<file path="config.mk">
export PLATFORM = sky130hd
export DESIGN_NAME = adsr_envelope
export DESIGN_NICKNAME = d
export VERILOG_FILES = /design/src/rtl/synth_pkg.sv /design/src/rtl/env_step.sv /design/src/rtl/adsr_envelope.sv
export SDC_FILE = /design/constraint.sdc
export NUM_CORES = 1
export LEC_CHECK = 0
export CAP_MARGIN = 20
export CORE_ASPECT_RATIO = 1.2
export CORE_MARGIN = 1.5
export CORE_UTILIZATION = 55
export CTS_CLUSTER_SIZE = 30
export DETAILED_ROUTE_END_ITERATION = 6
export GPL_TIMING_DRIVEN = 0
export PLACE_DENSITY_LB_ADDON = 0.25
export SETUP_SLACK_MARGIN = 0.3
export SYNTH_ARGS = -nofsm -noshare
export SYNTH_HDL_FRONTEND = slang
export SYNTH_SLANG_ARGS = --single-unit
</file>
<file path="constraint.sdc">
create_clock -name clk -period 4 [get_ports clk]
set_input_delay 0.6 -clock clk [delete_from_list [all_inputs] [get_ports clk]]
set_output_delay 0.6 -clock clk [all_outputs]
set_load 0.05 [all_outputs]
</file>
<file path="src/rtl/synth_pkg.sv">
// Shared types and fixed-point helpers for the synth voice blocks
// (envelope, oscillator, multiplier).
package synth_pkg;

  typedef enum logic [2:0] {
    IDLE    = 3'd0,
    ATTACK  = 3'd1,
    DECAY   = 3'd2,
    SUSTAIN = 3'd3,
    RELEASE = 3'd4
  } env_state_t;

  localparam int unsigned DEFAULT_TOTAL_BITS      = 16;
  localparam int unsigned DEFAULT_FRACTIONAL_BITS = 8;

  // Unity gain in U(W,F): 1 << F.
  function automatic logic [31:0] fx_one(input int unsigned fractional_bits);
    return 32'd1 << fractional_bits;
  endfunction

endpackage

</file>
<file path="src/rtl/env_step.sv">
// Combinational next-state/next-level logic for one envelope tick.
// Arithmetic is widened by one bit so sums and thresholds never wrap.
module env_step
  import synth_pkg::*;
#(
  parameter int unsigned TOTAL_BITS      = DEFAULT_TOTAL_BITS,
  parameter int unsigned FRACTIONAL_BITS = DEFAULT_FRACTIONAL_BITS
) (
  input  logic [2:0]            state,
  input  logic [TOTAL_BITS-1:0] level,
  input  logic [TOTAL_BITS-1:0] attack_rate,
  input  logic [TOTAL_BITS-1:0] decay_rate,
  input  logic [TOTAL_BITS-1:0] release_rate,
  input  logic [TOTAL_BITS-1:0] sustain_s,
  input  logic                  rise,
  input  logic                  fall,
  output logic [TOTAL_BITS-1:0] next_level,
  output logic [2:0]            next_state
);

  localparam logic [TOTAL_BITS-1:0] ONE_W = TOTAL_BITS'(fx_one(FRACTIONAL_BITS));
  localparam logic [TOTAL_BITS:0]   ONE_X = (TOTAL_BITS + 1)'(fx_one(FRACTIONAL_BITS));

  logic [TOTAL_BITS:0]   attack_sum;
  logic [TOTAL_BITS:0]   decay_floor;
  logic                  attack_done;
  logic                  decay_done;
  logic                  release_done;
  logic [TOTAL_BITS-1:0] attack_level;
  logic [2:0]            attack_state;
  logic [TOTAL_BITS-1:0] release_level;
  logic [2:0]            release_state;

  always_comb begin
    attack_sum   = {1'b0, level} + {1'b0, attack_rate};
    decay_floor  = {1'b0, sustain_s} + {1'b0, decay_rate};
    attack_done  = (attack_rate == '0) || (attack_sum >= ONE_X);
    decay_done   = (decay_rate == '0) || ({1'b0, level} <= decay_floor);
    release_done = (release_rate == '0) || (level <= release_rate);

    attack_level  = attack_done ? ONE_W : attack_sum[TOTAL_BITS-1:0];
    attack_state  = attack_done ? DECAY : ATTACK;
    release_level = release_done ? '0 : (level - release_rate);
    release_state = release_done ? IDLE : RELEASE;
  end

  // Edge-driven transitions take priority over the per-phase step.
  always_comb begin
    next_level = level;
    next_state = state;
    if (rise) begin
      next_level = attack_level;
      next_state = attack_state;
    end else if (fall && (state == ATTACK || state == DECAY || state == SUSTAIN)) begin
      next_level = release_level;
      next_state = release_state;
    end else begin
      case (state)
        IDLE: begin
          next_level = '0;
          next_state = IDLE;
        end
        ATTACK: begin
          next_level = attack_level;
          next_state = attack_state;
        end
        DECAY: begin
          next_level = decay_done ? sustain_s : (level - decay_rate);
          next_state = decay_done ? SUSTAIN : DECAY;
        end
        SUSTAIN: begin
          next_level = sustain_s;
          next_state = SUSTAIN;
        end
        RELEASE: begin
          next_level = release_level;
          next_state = release_state;
        end
        default: begin
          next_level = '0;
          next_state = IDLE;
        end
      endcase
    end
  end

endmodule

</file>
<file path="src/rtl/adsr_envelope.sv">
// Linear ADSR envelope: holds the registered level/state and gates every
// update on the sample tick; the per-tick math lives in env_step.
module adsr_envelope
  import synth_pkg::*;
#(
  parameter int unsigned TOTAL_BITS      = DEFAULT_TOTAL_BITS,
  parameter int unsigned FRACTIONAL_BITS = DEFAULT_FRACTIONAL_BITS
) (
  input  logic                  clk,
  input  logic                  reset,
  input  logic                  tick,
  input  logic                  gate,
  input  logic [TOTAL_BITS-1:0] attack_rate,
  input  logic [TOTAL_BITS-1:0] decay_rate,
  input  logic [TOTAL_BITS-1:0] sustain_level,
  input  logic [TOTAL_BITS-1:0] release_rate,
  output logic [TOTAL_BITS-1:0] level,
  output logic                  level_valid,
  output logic [2:0]            state,
  output logic                  active
);

  localparam logic [TOTAL_BITS-1:0] ONE_W = TOTAL_BITS'(fx_one(FRACTIONAL_BITS));

  logic [TOTAL_BITS-1:0] level_q, level_d;
  logic [2:0]            state_q, state_d;
  logic                  level_valid_q, level_valid_d;
  logic                  gate_q, gate_d;

  logic [TOTAL_BITS-1:0] sustain_s;
  logic                  rise;
  logic                  fall;
  logic [TOTAL_BITS-1:0] step_level;
  logic [2:0]            step_state;

  always_comb begin
    sustain_s = (sustain_level > ONE_W) ? ONE_W : sustain_level;
    rise      = gate & ~gate_q;
    fall      = ~gate & gate_q;
  end

  env_step #(
    .TOTAL_BITS      (TOTAL_BITS),
    .FRACTIONAL_BITS (FRACTIONAL_BITS)
  ) u_env_step (
    .state        (state_q),
    .level        (level_q),
    .attack_rate  (attack_rate),
    .decay_rate   (decay_rate),
    .release_rate (release_rate),
    .sustain_s    (sustain_s),
    .rise         (rise),
    .fall         (fall),
    .next_level   (step_level),
    .next_state   (step_state)
  );

  // Gate edges are only meaningful relative to the previous tick's gate.
  always_comb begin
    level_d       = level_q;
    state_d       = state_q;
    gate_d        = gate_q;
    level_valid_d = 1'b0;
    if (tick) begin
      level_d       = step_level;
      state_d       = step_state;
      gate_d        = gate;
      level_valid_d = 1'b1;
    end
  end

  always_ff @(posedge clk or posedge reset) begin
    if (reset) begin
      level_q       <= '0;
      state_q       <= IDLE;
      level_valid_q <= 1'b0;
      gate_q        <= 1'b0;
    end else begin
      level_q       <= level_d;
      state_q       <= state_d;
      level_valid_q <= level_valid_d;
      gate_q        <= gate_d;
    end
  end

  assign level       = level_q;
  assign state       = state_q;
  assign level_valid = level_valid_q;
  assign active      = (state_q != IDLE);

endmodule
</file>
==> results of run 1 <==
-- cell families after synthesis --
kind of cell,after synthesis,synth area share
compound gates,234,0.327
simple gates,211,0.222
fa+ha+maj,85,0.218
buf+inv,65,0.0493
xor+xnor,43,0.0754
flops,21,0.105
other cells,1,0.000750
mux,1,0.00200
-- placed cells by master (no fill, tap or decap), drive strengths merged, types with 5 or more instances in the layout --
master         instances
a211oi                10
o221ai                 6
o21ai                 40
nand3                 21
clkdlybuf4s50         72
o21a                  19
and3                   5
ha                    80
a211o                  8
xor2                  20
clkbuf                 8
or2                    8
a31oi                  7
o21bai                 5
xnor2                 23
nor2                  38
nand4                  6
o41ai                  5
o2111ai                5
dfrtp                 21
a21oi                 56
nor2b                 10
o31ai                  8
nor4                  22
and2                  12
and4                   5
o22ai                  9
inv                   57
a21o                  26
or3                    8
conb                   7
nand2                 43
nor3                  18
a221o                  5
nand2b                11
buf                   49
-- worst max-delay path by stage --
| stage | start | endpoint | slack (ns) | depth (start not counted) |
|---|---|---|---|---|
| after global placement | sustain_level[4] | level[3] | -1.86 | 27 |
| after global routing | sustain_level[6] | level[3] | -1.45 | 24 |
| after CTS | sustain_level[7] | level[3] | -1.07 | 28 |
| after floorplan | sustain_level[4] | level[3] | -0.83 | 26 |
| final | sustain_level[9] | level[3] | -1.29 | 24 |
| after detailed placement | sustain_level[4] | level[3] | -1.92 | 25 |
-- routing by layer --
layer | track usage | share of wire | routed length (µm) | up-vias
met5 | 0 | 0 | 0 | -
met4 | 0.159 | 0.049 | 909 | 0
met3 | 0.0494 | 0.087 | 1620 | 75
met2 | 0.663 | 0.49 | 9060 | 330
met1 | 0.417 | 0.38 | 7020 | 2793
li1 | - | - | - | 2779
-- worst register-to-register path, delay by kind of cell, from the launching register on --
kind	cells	cell delay [ns]
AOI/OAI and AO/OA	7	1.85
adders and majority gates	2	0.60
DFF	1	0.43
buffers and inverters	3	0.42
and+or+nand+nor	2	0.16
-- power by group through the flow --
stage               Combinational [µW]  Clock (µW)  Sequential, µW
detailed placement                1090           0             308
global route                      1290         148             310
CTS                               1140         142             304
global placement                  1060           0             308
finish                            1200         144             310
floorplan                          701           0             354
-- metrics by stage --
| step | setup TNS, ns | area [µm²] | std cells | hold WS, ns |
|---|---|---|---|---|
| finish | -20.32 | 6690 | 912 | 0.619 |
| global placement | -28.52 | 6160 | 872 | 0.575 |
| detailed placement | -29.79 | 6160 | 872 | 0.598 |
| global route | -22.97 | 6690 | 912 | 0.660 |
| CTS | -14.78 | 6520 | 899 | 0.620 |
| floorplan | -11.10 | 5130 | 667 | 0.552 |
-- flip-flops by register name (all words and copies together) (netlist names) --
register     count
level_valid      1
gate_q           1
state            3
level           16
-- final cells by class --
type	count	area share
tap	117	0.0219
multi-input combinational	581	0.683
sequential	21	0.0785
clock inverter	1	0.000748
inverter	57	0.0320
timing repair buffer	124	0.172
clock buffer	3	0.00617
buffer	8	0.00654
-- what timing repair did --
item	in CTS	in global routing
pin swaps	40	33
buffers inserted	23	13
hold endpoints to repair	0	0
setup endpoints to repair	17	17
gates cloned	0	0
resized for setup	89	17
==> results.txt, run 1 <==
The wire length of the first global-routing pass came out at 28.3 mm. The core outline area came out at 8700 µm². The number of maximum-capacitance constraint violations is 0. Among all stages on the critical path, the largest delay is contributed by a2111o_1. The number of fillers in the final layout is 668. The worst stage delay on the critical path came out at 0.39 ns.

The part of the total power dissipated in sequential elements is 0.187. The row count is 37. Summed over all nets, the switching power comes to 840 µW. Entering global routing, the biggest net connects 22 pins. The number of antenna violations at the first check in global routing was 0. The final core utilization came out at 0.769. The combinational share of power is 0.725.

In this run the critical register-to-register path is launched from level[0]. The worst hold path was traced through 2 stages. The global-route usage over all layers came out at 0.362. The area taken by flip-flops and latches came out at 526 µm². The critical path goes through buf_2 -> nor4_2 -> nand2_1 -> a21oi_4 -> buf_6 -> and2_4 -> ha_1 -> a21o_1 -> a21o_1 -> a21o_1 -> a21oi_2 -> o21ai_2 -> a41o_1 -> o41ai_2 -> xnor2_1 -> ha_2 -> a2111o_1 -> a221oi_4 -> a211oi_4 -> and3_4 -> buf_8 -> a221o_1 -> o2111ai_2 -> a211oi_2.

Pin placement for this block handled 89 I/O pins. Detailed placement ended at an HPWL of 13.8 mm. Sorting the synthesized cells by area gives the leading types as ha_1, dfrtp_1, a21oi_1. Across the VDD grid, the largest voltage drop is 235 µV. The flip-flop and latch count after synthesis is 21. The die width is 90.0 µm. In the finished design, the share of the clock period the worst path needs comes to 1.32.

The setup slack of the most critical reg-to-reg path is 0.43 ns. After clock tree synthesis, the clock-pin slew on the worst setup and hold paths is 0.08 ns. The setup violation total in the final timing report came out at 17. The worst setup path is launched from an input pin.

The leakage power is 0.00305 µW. The number of buffers on the longest clock path is 2. The async set or reset register ratio after synthesis is 1.00.

The average wire per standard cell is 20.4 µm. The slew at the pin with the worst max-slew slack came out at 0.848 ns. The power density relative to cell area came out at 247 nW/µm². The count of endpoints failing hold in the final timing report is 0. The number of detailed-route iterations in the first pass is 5. Clock skew on the completed layout was measured at 0.00157 ns. Of the total power, the clock network draws 0.087. After synthesis, the most frequently instantiated cells are ha_1, inv_1, a21oi_1, nand2_1, nor2_1.

The shortest clock period the worst path allows after layout came out at 5.29 ns. The average footprint of a synthesized cell came out at 7.56 µm². The detailed router's first-iteration violation count came out at 433. The number of max-slew violations in the final report is 0. The maximum clock rate came out at 189 MHz. The share of Yosys cell area claimed by the top area cell type came out at 0.200.

The number of cells on the worst reg-to-reg path came out at 14. The checks that failed: setup timing. Clock tree synthesis selected as its root buffer the cell clkbuf_8.

The multi-input logic area is 4570 µm². The placer's final routability congestion estimate came out at 0.959. Internal power comes to 812 µW. The synthesized design spends more area on one cell type than any other, namely ha_1. The total global routing overflow came out at 0.

The capturing element type of the critical path is a flip-flop. The number of different library cells used by synthesis comes to 69. The CTS tree is yes. The number of nets with antenna violations after routing came out at 0. The post-layout worst setup margin came out at -1.29 ns. STA puts the critical path data required time at 4.15 ns.

The area enclosed by the die boundary came out at 9670 µm². In this run, synthesis inferred 0 flip-flops with an integrated enable. The overall via count from detail_route is 5977. Setup repair after global routing could not meet its margin everywhere. The net total in the final layout came out at 948. At the later pin of the worst-skew pair, clock insertion delay measures 0.26 ns. Among all flip-flop cells after synthesis, the most frequent one is dfrtp_1. The most numerous cell type found on the critical path is a21o_1. The biggest fanout along the worst timing path came out at 8. The kind of path behind the tightest hold check is reg2reg. The DRC violations left came out at 0. The relative area change from synthesis to final layout is 33.9%. The critical path is of the in2reg type. Yosys instantiated no cell more often than ha_1. The number of input and output port buffers inserted is 88. The share of the yosys chip area belonging to registers is 0.105. Using the TritonRoute via totals, the vias-per-cell ratio works out to 6.55. In this run the critical register-to-register path is captured at level[6]. STA puts the critical path data arrival time at 5.45 ns.

The cell type group with the largest total delay on the critical path is compound AO/OA/AOI/OAI gates. The worst hold path begins at gate_q. The normalized max-slew margin is 0.434. The final layout contains routed wiring with a total length of 18.6 mm. The total power after layout is 1650 µW. The H-tree depth reported by CTS is 1.

Of the total power, the share spent switching nets is 0.508. After synthesis the cells add up to 5000 µm². The total inserted antenna cells is 0. The sum of buffers and inverters on the critical path is 3. The flow ran to the end, but the final reports show violations. The floorplan step set the die height to 107 µm.

The number of global-route vias before repair was 5717. For this design, the CTS-stage hold fixing added 0 buffers. The instance count of the mapped netlist is 661. The initial core utilization is 0.574. The count of synthesis-stage warnings from yosys came out at 0. The total number of clock tree sinks came out at 21. The number of buffers added by the clock tree synthesis step came out at 3.

In the final layout, the share of cells above drive strength 1 is 0.152. The worst setup slack after placement came out at -1.92 ns. The destination of the worst hold path is gate_q.
Note: power is estimated with default switching activity, not from simulation.
==> run 2: changes to the inputs <==
--- a/config.mk
+++ b/config.mk
@@ -9,6 +9,7 @@
 export CORE_ASPECT_RATIO = 1.2
 export CORE_MARGIN = 1.5
 export CORE_UTILIZATION = 55
+export CTS_BUF_LIST = sky130_fd_sc_hd__clkbuf_16
 export CTS_CLUSTER_SIZE = 30
 export DETAILED_ROUTE_END_ITERATION = 6
 export GPL_TIMING_DRIVEN = 0
==> run 2 against run 1 <==
Effect of this change: the run still ends with setup timing left; first-iteration DRC count is 2.3% higher; sequential power hardly changed; global-route usage is 0.11 points higher; utilization is 0.78 points higher; wire length hardly changed; combinational power hardly changed; clock power is 50% higher; critical path type unchanged; highest routed layer unchanged.
==> results.txt, run 2 (synthesis results as in run 1) <==
TritonCTS built the clock tree. The slew at the pin with the worst max-slew slack came out at 0.829 ns (-0.0187 ns). The clock latency on the worst-skew pair came out at 0.26 ns (about the same). The cell depth of the worst min-delay path is 2 (unchanged). The post-layout worst setup margin came to -1.29 ns (+0.000650 ns). The biggest fanout along the worst timing path is 8 (unchanged). Setup repair after global routing could not meet its margin everywhere. The minimum hold slack came out at 0.615 ns (-0.00367 ns).

The row count is 37 (unchanged). The required time at the endpoint of the critical path came out at 4.14 ns (about the same). The number of fillers in the final layout is 656 (-1.8%). More flip-flops sit in one register than any other, and that register is level.

The largest net degree at the start of global routing was 22 (unchanged). The highest ir drop seen on vdd came out at 277 µV (+18%). The total inserted antenna cells came out at 0 (unchanged).

The worst clock skew on the final layout came out at 0.00329 ns (+0.00173 ns). In the layout the commonest cells are ha_1, clkdlybuf4s50_1, inv_1. The worst register-to-register path ends at level[6]. The clock tree root buffer cell is clkbuf_16. The number of input and output port buffers inserted came out at 88 (unchanged).

The final reports fail on setup timing. The arrival time at the worst endpoint is 5.43 ns (-0.02 ns). Leaving out fill and tap cells, the most frequent cell in the layout is ha_1. The number of global-route vias before repair came out at 5711 (-0.10%). The path with the worst hold slack has its endpoint at gate_q. The clock-pin slew on the worst setup and hold paths is 0.06 ns (-0.02 ns). The capturing element type of the critical path is a flip-flop. The global-route usage over all layers is 0.363 (+0.00105).

The DRC violations left is 0 (unchanged). The finished layout cell area came out at 6760 µm² (+1.0%). The total global routing overflow came out at 0 (unchanged). The core outline area is 8700 µm² (unchanged).

The placer's final routability congestion estimate came out at 0.959 (unchanged). The worst register-to-register path begins at level[0]. The average wire per standard cell came out at 20.4 µm (-0.19%).

The most critical setup path has its startpoint at sustain_level[9]. The power density relative to cell area came out at 257 nW/µm² (+4.0%). The die width came out at 90.0 µm (unchanged).

The total number of clock tree sinks is 21 (unchanged). The worst hold path belongs to the class reg2reg. The number of max-slew violations in the final report came out at 0 (unchanged).

The number of buffers on the longest clock path was 2 (unchanged). The relative area change from synthesis to final layout came out at 35.3%. The number of maximum-capacitance constraint violations is 0 (unchanged). The run finished, with violations left. The detailed router's first-iteration violation count is 443 (+2.3%). The number of antenna violations at the first check in global routing came out at 0 (unchanged). The overall via count from detail_route is 6032 (+0.92%). The top-level I/O count is 89 (unchanged). The startpoint of the most critical hold path is gate_q. The leakage power is 0.00308 µW (+0.86%). The count of endpoints failing hold in the final timing report is 0 (unchanged). The number of detailed-route iterations in the first pass came out at 5 (unchanged). The vertical die dimension is 107 µm (unchanged). The number of cells on the worst reg-to-reg path came out at 14 (unchanged). The setup violation total in the final timing report was 17 (unchanged). The net total in the final layout came out at 949 (+0.11%). The normalized max-slew margin came to 0.447 (+0.0125). The total detailed-routing wirelength is 18.6 mm (about the same).

The shortest clock period the worst path allows after layout was 5.29 ns (-0.000650 ns). The area enclosed by the die boundary is 9670 µm² (unchanged). The maximum clock rate came out at 189 MHz (about the same). The fraction of the cycle the final worst path needs came out at 1.32 (about the same). The initial core utilization is 0.574 (unchanged).

The proportion of layout cells with a drive suffix above 1 came out at 0.158 (+0.00609). The setup slack of the most critical reg-to-reg path was 0.44 ns (about the same). The H-tree depth reported by CTS came out at 1 (unchanged).

The number of nets with antenna violations after routing came out at 0 (unchanged). The wire length of the first global-routing pass is 28.4 mm (+0.12%). The post-detailed-placement half-perimeter wirelength came out at 13.8 mm (unchanged).

The area after detailed placement is 6160 µm² (unchanged). The type of element launching the critical path is an input pin. The worst setup path is of the in2reg kind.

The number of buffers added by the clock tree synthesis step came to 3 (unchanged). The number of vias per cell after detailed routing is 6.61 (+0.81%). The number of flip-flops under the largest register name came to 16 (unchanged).
run 2: changes by cell type in the layout (fill, tap and decap cells not counted), sizes merged:
cell,change
buf,+1
run 2: worst max-delay path, stage by stage:
cell       delay [ns]
buf_2            0.11
nor4_2           0.26
nand2_1          0.14
a21oi_4          0.22
buf_6            0.13
and2_4           0.15
ha_1             0.22
a21o_1           0.17
a21o_1           0.19
a21o_1           0.20
a21oi_2          0.21
o21ai_2          0.12
a41o_1           0.28
o41ai_2          0.34
xnor2_1          0.13
ha_2             0.35
nand3_2          0.11
o41ai_4          0.45
a211oi_4         0.09
and3_4           0.19
buf_8            0.14
a221o_1          0.35
o2111ai_2        0.19
a211oi_2         0.09
run 2: per-layer routing:
layer | vias to the layer above | GRT usage | share of wire
met3 | 85 | 0.0530 | 0.091
met2 | 349 | 0.664 | 0.48
met4 | 0 | 0.160 | 0.054
met5 | - | 0 | 0
li1 | 2780 | - | -
met1 | 2818 | 0.417 | 0.37
run 2: cell type report:
cell class,instances,area [µm²],share of cell area
Sequential cell,21,526,0.0777
Buffer,8,43.8,0.00648
Tap cell,117,146,0.0217
Multi-Input combinational cell,581,4590,0.679
Timing Repair Buffer,125,1160,0.172
Inverter,57,214,0.0316
Clock inverter,1,5.00,0.000740
Clock buffer,3,75.1,0.0111
run 2: where the power goes:
part           total, µW  internal, µW  switching (µW)
logic               1210           512             697
clock network        216           134            81.8
registers            311           235            75.6
run 2: how the worst max path moves through the flow:
stage                          end  slack, ns  cells past startpoint
after CTS                 level[3]      -1.08                     28
after detailed placement  level[3]      -1.92                     25
after floorplan           level[3]      -0.83                     26
after global placement    level[3]      -1.86                     27
final                     level[3]      -1.29                     24
after global routing      level[3]      -1.44                     24
run 2: per-stage QoR:
stage / power (µW) / std cells / utilization / worst slack [ns] / TNS [ns]
floorplan: 1050 / 667 / - / -0.834 / -11.10
global placement: 1370 / 872 / 0.707 / -1.86 / -28.52
detailed placement: 1390 / 872 / 0.707 / -1.92 / -29.79
CTS: 1650 / 899 / 0.753 / -1.08 / -15.01
global route: 1830 / 913 / 0.777 / -1.44 / -22.58
finish: 1740 / 913 / 0.777 / -1.29 / -20.06
run 2: timing repair:
item | in CTS | in global routing
pin swaps | 40 | 41
buffers inserted | 23 | 14
cloned | 0 | 0
hold buffers | 0 | 0
setup endpoints to repair | 17 | 17
resized for setup | 89 | 23
==> variant 1: new RTL, config.mk and constraints of run 2 <==
Set the package constant `DEFAULT_TOTAL_BITS` to 32 (it was 16).
--- a/src/rtl/synth_pkg.sv
+++ b/src/rtl/synth_pkg.sv
@@ -11,5 +11,5 @@
   } env_state_t;
 
-  localparam int unsigned DEFAULT_TOTAL_BITS      = 16;
+  localparam int unsigned DEFAULT_TOTAL_BITS      = 32;
   localparam int unsigned DEFAULT_FRACTIONAL_BITS = 8;
 
Interface: changed (5 resized); port bits go from 89 to 169. No check against the original RTL was run, so the function may have changed too.
==> variant 1 against run 2 <==
  * The run still ends with negative setup slack left
  * Via count grew 94%
  * Sequential cell count grew 16
  * Design area grew 94%
  * Total power grew 5.3%
  * Worst setup slack lost 1100 ps
  * Die area grew 90%
  * Routed wire length grew 100%
  * Synthesized area grew 94%
  * Critical endpoint is now level[6]
  * Largest cell class unchanged
  * Highest routed layer unchanged
==> variant 1: results <==
[synthesis]
ys_types = 81
synth-xor-area-share_pct = 9.40
synthCells = 1300
synth_seq_area_share_pct = 9.56
synthAdderAreaFrac_pct = 21.4
synth_mux_area_share_pct = 0.530
synth_area_leaders = "ha_1 21%, dfrtp_1 9.6%, a21oi_1 6.7%, xnor2_1 5.8%, inv_1 3.8%"
netlist_top_cells_count = "159 x ha_1, 130 x a21oi_1, 99 x inv_1"
synth_compound_area_share_pct = 32.9

[min_path]
min_path_cells = 1

[pwr]
max-vdd-ir-drop_uv = 137
internal_power_mw = 1.05
pwr-share-comb_pct = 55.7
power.total_mw = 1.83
pwr-share-clk_pct = 22.3
leakage_nw = 6.03

[timing]
final.setup.tns_ps = -72150
setup_violations = 33
finalClockSkew_ps = 4.84
worst_slack_ps = -2400
tightest_slew_ps = 832
holdWs_ps = 536

[outcome]
outcome = "finished with violations"
failed_checks = "negative setup slack"

[critical_path]
cp_slowest_cell = "or3_1"
reg2reg_depth = 15
ff2ff_setup_slack_ps = -100
arrival_ps = 6580
slowest_delay_ps = 340

[finish]
layout.cells.non_filler = 1771
largest_reg_flops = 32
syn2layout_area_growth_pct = 35.7
fillers = 1230
drive_gt1_share_pct = 14.8

[placed_design]
dp_hpwl_um = 28200
dp.cells = 1706
place_ws_ps = -3320
dpl_cell_area_um2 = 11900
place_congestion = 0.966
port_buffers = 168

[route]
post_drt_wl_per_cell_um = 21.1
num_vias = 11700
top_layer = "met4"
met1_length_um = 14500
drt_iter0_drc = 1164
dr_wl_met2_um = 18000
met3_length_um = 2660

[clocking]
clk_latency_ps = 300
numCtsBuffers = 5
htreeDepth = 2

[grt]
gr-usage-met2_pct = 66.0
grt_max_degree = 38
grt.met3_usage_pct = 4.56
gr-usage-met1_pct = 47.3
grt_use_total_pct = 38.9
grt_pass1_vias = 11200
==> variant 1: cell type report <==
class / count / area share, %
multi-input cells: 1155 / 69.4
repair buffers: 225 / 16.1
flip-flops and latches: 37 / 7.05
inverters: 99 / 2.83
well taps: 216 / 2.06
plain buffers: 31 / 1.53
clock buffers: 5 / 0.952
clock inverters: 3 / 0.133
==> variant 1: worst max-delay path by stage <==
stage	from	end	slack (ps)	depth (start not counted)
after floorplan	sustain_level[14]	level[17]	-1540	26
after global placement	sustain_level[0]	level[5]	-3250	28
after detailed placement	sustain_level[1]	level[5]	-3320	28
after CTS	sustain_level[12]	level[7]	-2140	28
after global routing	sustain_level[17]	level[3]	-2600	35
final	sustain_level[6]	level[6]	-2400	34
==> variant 1: repair_timing <==
| action | in CTS | in global routing |
|---|---|---|
| resized for setup | 183 | 80 |
| cloned | 1 | 1 |
| hold buffers | 0 | 0 |
| endpoints found under the setup margin | 35 | 35 |
| setup buffers | 31 | 24 |
| pin swaps | 70 | 73 |
==> variant 2: new RTL, flow settings as in run 2 <==
Without the edit above. Put one more register stage on the output `level`, with the module's reset. The value now appears one clock later. The other outputs are not delayed to match. Comments in the files are not updated.
--- a/src/rtl/adsr_envelope.sv
+++ b/src/rtl/adsr_envelope.sv
@@ -22,4 +22,6 @@
 
   localparam logic [TOTAL_BITS-1:0] ONE_W = TOTAL_BITS'(fx_one(FRACTIONAL_BITS));
+
+  logic [TOTAL_BITS-1:0] level_c;
 
   logic [TOTAL_BITS-1:0] level_q, level_d;
@@ -84,8 +86,16 @@
   end
 
-  assign level       = level_q;
+  assign level_c     = level_q;
   assign state       = state_q;
   assign level_valid = level_valid_q;
   assign active      = (state_q != IDLE);
 
+  always_ff @(posedge clk or posedge reset) begin
+    if (reset) begin
+      level <= '0;
+    end else begin
+      level <= level_c;
+    end
+  end
+
 endmodule
Check against the original RTL: not equivalent (Yosys sat finds a counterexample within 4 cycles, from zero or initial values and one cycle with reset high).
==> variant 2 against run 2 <==
  * The run still ends with negative setup slack left
  * Routed wire length fell by 11%
  * Critical endpoint is now level_c[5]
  * Worst setup slack improved by 76 ps
  * Design area is 1.2% higher
  * Synthesized area is 4.1% higher
  * Sequential cell count rose by 16
  * Die area up 4.0%
Power is not compared: it rests on default switching activity, and its combinational part moved more than twofold at a synthesized area within 25%.
==> variant 2: results <==
[outcome]
outcome = "finished with violations"
failed_checks = "negative setup slack"

[route]
drt_wl_total_um = 16600
firstDrtPassIters = 7
drt_iter0_drc = 482
viasPerCell = 6.32

[critical_path]
slowest_delay_ps = 490
crit_fanout = 6
cp_slowest_cell = "clkdlybuf4s50_1"
cp_top_family = "compound AO/OA/AOI/OAI gates"

[clocking]
htreeDepth = 2
clk_latency_ps = 290
clk_path_buf_depth = 2
clockRootBuffer = "clkbuf_16"
numCtsBuffers = 5
clk_pin_slew_ps = 70

[synthesis]
netlist_top_cells_count = "80 x ha_1, 63 x inv_1, 45 x nor2_1, 45 x o21ai_0, 38 x a21oi_1"
synth_top_flop_cell = "dfrtp_1"
ys_types = 76
synth_seq_area_share_pct = 17.8
synth_warnings = 0
synthArstFlopShare_pct = 100
synth_area_leaders = "ha_1 19%, dfrtp_1 18%, inv_1 4.5%, o21ai_0 4.3%, xnor2_1 4.0%"

[placed_design]
port_buffers = 88
dpl_cell_area_um2 = 6300
place_congestion = 0.976
dp_hpwl_um = 12900

[pwr]
internal_power_uw = 894
max-vdd-ir-drop_uv = 153
leakage_nw = 3.12

[timing]
worst_slack_ps = -1220
final.setup.tns_ps = -19080
max_slew_margin_pct = 45.8
finalClockSkew_ps = 12.1
setup_violations = 17

[grt]
grt_max_degree = 38
antenna_found_initial = 0
grt_pass1_vias = 5526
grt_pass1_wl_um = 26500
grt_use_total_pct = 33.7

[finish]
antennaDiodeCount = 0
drive_gt1_share_pct = 12.6
final_nets = 920

[min_path]
hp-class = "flip-flop to flip-flop"
==> variant 2: cell count changes after synthesis, moves of 7 or more <==
| cell | delta |
|---|---|
| o21ai_0 | +9 |
| nand2_1 | -13 |
| o22ai_1 | -7 |
| a21oi_1 | -17 |
| dfrtp_1 | +16 |
| o21a_1 | -9 |
| a21o_1 | -13 |
| nand3_1 | -8 |
| nor2_1 | +7 |
| nand4_1 | +10 |
==> variant 2: metal layers <==
layer / GRT usage, % / up-vias / share of wire, %
met2: 64.5 / 252 / 52
met1: 36.7 / 2605 / 37
met5: 0 / - / 0
met4: 17.8 / 0 / 4.9
met3: 3.18 / 68 / 5.8
li1: - / 2694 / -
==> variant 2: cell families after synthesis <==
family,share of synthesized area (%)
DFF,17.8
AOI/OAI and AO/OA,27.0
buffers and inverters,5.22
other,0.0721
xor gates and xnor gates,6.56
adders and majority gates,21.2
muxes,0.793
and+or+nand+nor,21.4
==> variant 2: metrics by stage <==
step | util [%] | cells | setup WS (ps)
CTS | 74.0 | 887 | -1130
global placement | 69.0 | 860 | -2110
global route | 75.0 | 889 | -1380
finish | 75.0 | 889 | -1220
detailed placement | 69.0 | 860 | -2300
floorplan | - | 652 | -817
==> variant 2: final timing paths <==
path	start	to	slack (ps)	depth (start not counted)
setup / recovery	sustain_level[8]	level_c[5]	-1220	25
hold / removal	level_c[0]	level[0]	410	0
setup reg to reg	level_c[0]	level_c[15]	540	12
hold reg to reg	level_c[0]	level[0]	410	0
max in group asynchronous	reset	gate_q	2690	2
min in group asynchronous	reset	level_c[6]	790	2
==> variant 2: repair_timing <==
item	CTS	global route
pin swaps	34	31
endpoints found under the hold margin	0	0
resized for setup	93	25
setup endpoints to repair	17	17
cloned	1	0
hold buffers	0	0
buffers inserted	18	2
==> variant 2: final cells by class <==
cell class | count | area [um2]
repair buffers | 109 | 1040
multi-input cells | 545 | 4270
well taps | 120 | 150
flip-flops and latches | 37 | 926
clock buffers | 5 | 125
inverters | 63 | 236
plain buffers | 7 | 55.1
fillers | 700 | 2280
clock inverters | 3 | 46.3
==> variant 2: power groups by stage <==
stage               Combinational, mW  Clock [mW]  Sequential [mW]
detailed placement              0.465           0            0.404
finish                          0.496       0.465            0.399
global route                    0.540       0.480            0.400
global placement                0.455           0            0.404
CTS                             0.481       0.467            0.398
floorplan                       0.280           0            0.419
==> variant 2: worst register-to-register path: cells and delay by family, from the launching register on <==
| kind | cells | cell delay (ps) |
|---|---|---|
| AO/OA/AOI/OAI | 4 | 1100 |
| AND/OR/NAND/NOR | 4 | 950 |
| adder cells (fa/ha/maj) | 2 | 640 |
| flip-flops | 1 | 400 |
| buffers and inverters | 2 | 250 |
